**config.mk**
```make
export PLATFORM = sky130hd
export DESIGN_NAME = rate_enable_gen
export DESIGN_NICKNAME = d
export VERILOG_FILES = /design/src/rtl/rate_enable_gen.sv
export SDC_FILE = /design/constraint.sdc
export NUM_CORES = 1
export LEC_CHECK = 0
export BUFFER_PORTS_ARGS = -buffer_cell sky130_fd_sc_hd__buf_2
export CAP_MARGIN = 20
export CORE_MARGIN = 3
export CORE_UTILIZATION = 40
export CTS_BUF_LIST = sky130_fd_sc_hd__clkbuf_16
export CTS_CLUSTER_DIAMETER = 50
export DETAILED_ROUTE_END_ITERATION = 6
export MAX_ROUTING_LAYER = met4
export PLACE_DENSITY = 0.66
export SLEW_MARGIN = 20
export SYNTH_ARGS = -nofsm -noshare
export SYNTH_HDL_FRONTEND = slang
export SYNTH_SLANG_ARGS = --single-unit
```
**constraint.sdc**
```tcl
create_clock -name C -period 2.4 [get_ports C]
set_input_delay 0.24 -clock C [delete_from_list [all_inputs] [get_ports C]]
set_output_delay 0.24 -clock C [all_outputs]
set_load 0.05 [all_outputs]
```
**src/rtl/rate_enable_gen.sv**
```systemverilog
// Pacing stage that emits a one-cycle enable pulse at a switch-selected rate,
// with a paused mode where a synchronised pushbutton advances one step at a time.
module rate_enable_gen #(
  parameter int unsigned CLK_HZ = 50000000,
  parameter int unsigned CW     = 28
) (
  input  logic       C,
  input  logic       Clr,
  input  logic [1:0] Sel,
  input  logic       Run,
  input  logic       Step,
  output logic       Pulse,
  output logic       Running
);

  typedef enum logic {
    PAUSED  = 1'b0,
    RUNNING = 1'b1
  } state_e;

  localparam logic [63:0]   HZ    = 64'(CLK_HZ);
  localparam logic [CW-1:0] RLD_1 = CW'(HZ - 64'd1);
  localparam logic [CW-1:0] RLD_2 = CW'((64'd2 * HZ) - 64'd1);
  localparam logic [CW-1:0] RLD_4 = CW'((64'd4 * HZ) - 64'd1);

  state_e        state_q, state_d;
  logic [CW-1:0] cnt_q, cnt_d;
  logic [1:0]    sel_q, sel_d;
  logic          pulse_q, pulse_d;
  logic          s1_q, s2_q, s3_q;
  logic          step_rise;

  function automatic logic [CW-1:0] reload(input logic [1:0] s);
    case (s)
      2'b00:   return '0;
      2'b01:   return RLD_1;
      2'b10:   return RLD_2;
      default: return RLD_4;
    endcase
  endfunction

  always_ff @(posedge C or posedge Clr) begin
    if (Clr) begin
      state_q <= PAUSED;
      cnt_q   <= '0;
      sel_q   <= '0;
      pulse_q <= 1'b0;
      s1_q    <= 1'b0;
      s2_q    <= 1'b0;
      s3_q    <= 1'b0;
    end else begin
      state_q <= state_d;
      cnt_q   <= cnt_d;
      sel_q   <= sel_d;
      pulse_q <= pulse_d;
      s1_q    <= Step;
      s2_q    <= s1_q;
      s3_q    <= s2_q;
    end
  end

  assign step_rise = s2_q & ~s3_q;

  // Counter and pulse act on the live Run switch; the state register only
  // mirrors it for the status LED.
  always_comb begin
    state_d = Run ? RUNNING : PAUSED;
    cnt_d   = cnt_q;
    sel_d   = sel_q;
    pulse_d = 1'b0;
    if (Sel != sel_q) begin
      cnt_d = reload(Sel);
      sel_d = Sel;
    end else if (Run) begin
      if (cnt_q == '0) begin
        pulse_d = 1'b1;
        cnt_d   = reload(sel_q);
      end else begin
        cnt_d = cnt_q - CW'(1);
      end
    end else begin
      pulse_d = step_rise;
    end
  end

  always_comb begin
    Running = (state_q == RUNNING);
    Pulse   = pulse_q;
  end

endmodule

```
==> results.yml <==
place:
  io_buffers: 7
  gp_congestion: 0.970
  place_ws_ns: 0.0471
  dp_hpwl_mm: 5.51
global_route:
  grt_pass1_wl_mm: 12.4
  track_usage_pct: 22.5
  antenna_found_initial: 0
  grt_pass1_vias: 2386
  overflow: 0
  grt_max_degree: 36
floorplan:
  dieArea_sq_um: 7350
  initial_utilization_pct: 42.2
  rows: 28
  die_w_microns: 85.7
  core_area_sq_um: 6030
  die_y_microns: 85.7
  num_io_pins: 8
setup_path:
  critPathTopFamily: "simple AND/OR/NAND/NOR gates"
  crit_type: "reg -> reg"
  cp.arrival_ns: 2.49
  r2r_cells: 6
  end_kind: "register"
  crit_path_max_fanout: 8
  crit_required_ns: 2.62
  start_kind: "register"
  cp_slowest_cell: "or4_1"
  path_cells: "or4_1 -> buf_4 -> nor4b_4 -> nand4_2 -> a21oi_1 -> o22a_2"
  crit_path_max_incr_delay_ns: 0.59
  reg2reg_to: "cnt_q[4]"
  ff2ff_setup_slack_ns: 0.13
  cp_num_buf_inv: 1
  r2r-start: "cnt_q[2]"
synth:
  synthTopCellsByArea: "dfrtp_1, ha_1, a21oi_1"
  synthFlopType: "dfrtp_1"
  synth_top_area_share_pct: 34.5
  syn_area_per_cell_sq_um: 9.14
  synth-edff-count: 0
  synth-warning-count: 0
  syn-cell-area_sq_um: 2540
  ys_ff_latch: 35
  yosys.area.top_type: "dfrtp_1"
  syn-num-nets: 294
  ys_seq_area_share_pct: 34.5
  syn_inst: 278
  async_flop_share_pct: 100
  synth_cell_types: 67
finish:
  synthToLayoutAreaGrowth_pct: 16.9
  layout.nets: 321
  drive_gt1_share_pct: 24.5
  final_cell_mix: "dfrtp_1, buf_4, nor2_1, a21oi_1"
  diodes: 0
  layout_commonest_cell: "dfrtp_1"
sta:
  skew_ns: 0.00388
  finalHoldViolCount: 0
  rsz0062_at_grt: "yes"
  setup_viol: 0
  post-route-period-util_pct: 94.4
  layout_min_cycle_time_ns: 2.27
  worst_slew_pin_slew_ns: 0.768
  slew_headroom_pct: 48.8
  finalWorstSetupSlack_ns: 0.134
  slew_violations: 0
  max_freq_ghz: 0.441
routing:
  num_vias: 2358
  via_per_inst: 6.19
  final_antenna_net_count: 0
  wirelength_mm: 7.39
  initialDrtViolationCount: 219
  routedWlPerCell_microns: 19.4
  dr.pass1.iters: 4
  route.detailed.drc: 0
clocking:
  worstSkewPairLatency_ns: 0.28
  cts_buffers: 5
  clk_pin_slew_ns: 0.06
  clock-sinks: 35
  htree_num_levels: 2
  cts_tree: "done"
  root_buffer: "clkbuf_16"
  cts.path.max_buffers: 2
hold_path:
  hp-class: "in -> async"
power_and_ir_drop:
  power_density_nw_per_um2: 628
  p_leak_nw: 1.22
  finalPower_mw: 1.87
  ir_worst_vdd_v: 0.000309
run:
  cap_viol_max_count: 0
run_status:
  outcome: "complete, no violations"
==> Yosys cell counts, types with 3 or more instances <==
master,instances
clkbuf_1,13
o21ai_0,5
a31o_2,4
nor4_1,6
a31oi_1,10
inv_1,10
or4_1,4
or3_1,3
nor2_1,24
nor3_1,13
xnor2_1,6
o22a_2,5
nand3_1,5
ha_1,10
nand4_1,6
o31ai_1,3
dfrtp_1,35
o311ai_1,3
nand2_1,13
o211a_1,3
o22ai_1,4
o211ai_1,7
a21oi_1,21
buf_2,4
xor2_1,4
==> per-stage QoR <==
step	area [sq um]	setup TNS, ns	hold slack, ns	cells	util, %
3_5_place_dp	2820	0	0.342	372	46.8
3_3_place_gp	2820	0	0.343	372	46.8
4_1_cts	2950	0	0.0602	380	49.0
6_report	2970	0	0.0620	381	49.3
5_1_grt	2970	-0.00726	0.0530	381	49.3
2_1_floorplan	2540	0	0.271	278	-
==> power breakdown <==
group	switching, mW	internal, mW
logic	0.284	0.217
registers	0.0827	0.669
clock network	0.241	0.373
==> cell type report <==
type / count / area, sq um
multi-input combinational: 213 / 1550
timing repair buffer: 40 / 283
clock inverter: 3 / 11.3
clock buffer: 5 / 125
fill: 578 / 3050
sequential: 35 / 876
inverter: 10 / 37.5
tap: 75 / 93.8
==> cell families after synthesis <==
group | share of synthesized area (%)
XOR/XNOR | 3.45
buffers and inverters | 5.12
AND/OR/NAND/NOR | 27.3
adder cells (fa/ha/maj) | 4.92
AO/OA/AOI/OAI | 24.4
flip-flops | 34.5
multiplexers | 0.394
==> timing repair <==
action	4_1_cts	5_1_grt
endpoints found under the setup margin	0	12
hold endpoints to repair	0	0
resized for setup	0	3
buffers inserted	0	1
hold buffers	0	0
==> flip-flops by register name, indices dropped and copies added (netlist names) <==
register  cells
s2_q          1
sel_q         2
Pulse         1
s3_q          1
Running       1
s1_q          1
cnt_q        28
==> worst register-to-register path: cells and delay by family, from the launching register on <==
family | cells | cell delay [ns]
buffers and inverters | 1 | 0.20
DFF | 1 | 0.37
and+or+nand+nor | 3 | 1.25
AOI/OAI and AO/OA | 2 | 0.38
==> worst max path at each step <==
stage          cells past startpoint       from         to
2_1_floorplan                      6  cnt_q[17]  cnt_q[26]
3_3_place_gp                       8   cnt_q[0]  cnt_q[22]
3_5_place_dp                       8   cnt_q[0]  cnt_q[22]
4_1_cts                            8   cnt_q[0]  cnt_q[22]
5_1_grt                            6   cnt_q[5]   cnt_q[0]
6_report                           6   cnt_q[2]   cnt_q[4]
==> metal layers <==
layer | vias to the layer above | part of all wire [%] | wire length [microns] | global-route usage (%)
li1 | 1123 | - | - | -
met5 | - | 0 | 0 | -
met1 | 1125 | 44 | 3230 | 29.1
met3 | 21 | 6.2 | 462 | 4.61
met2 | 89 | 46 | 3430 | 33.7
met4 | 0 | 3.7 | 272 | 10.4
Power figures use the tool's default switching activity.
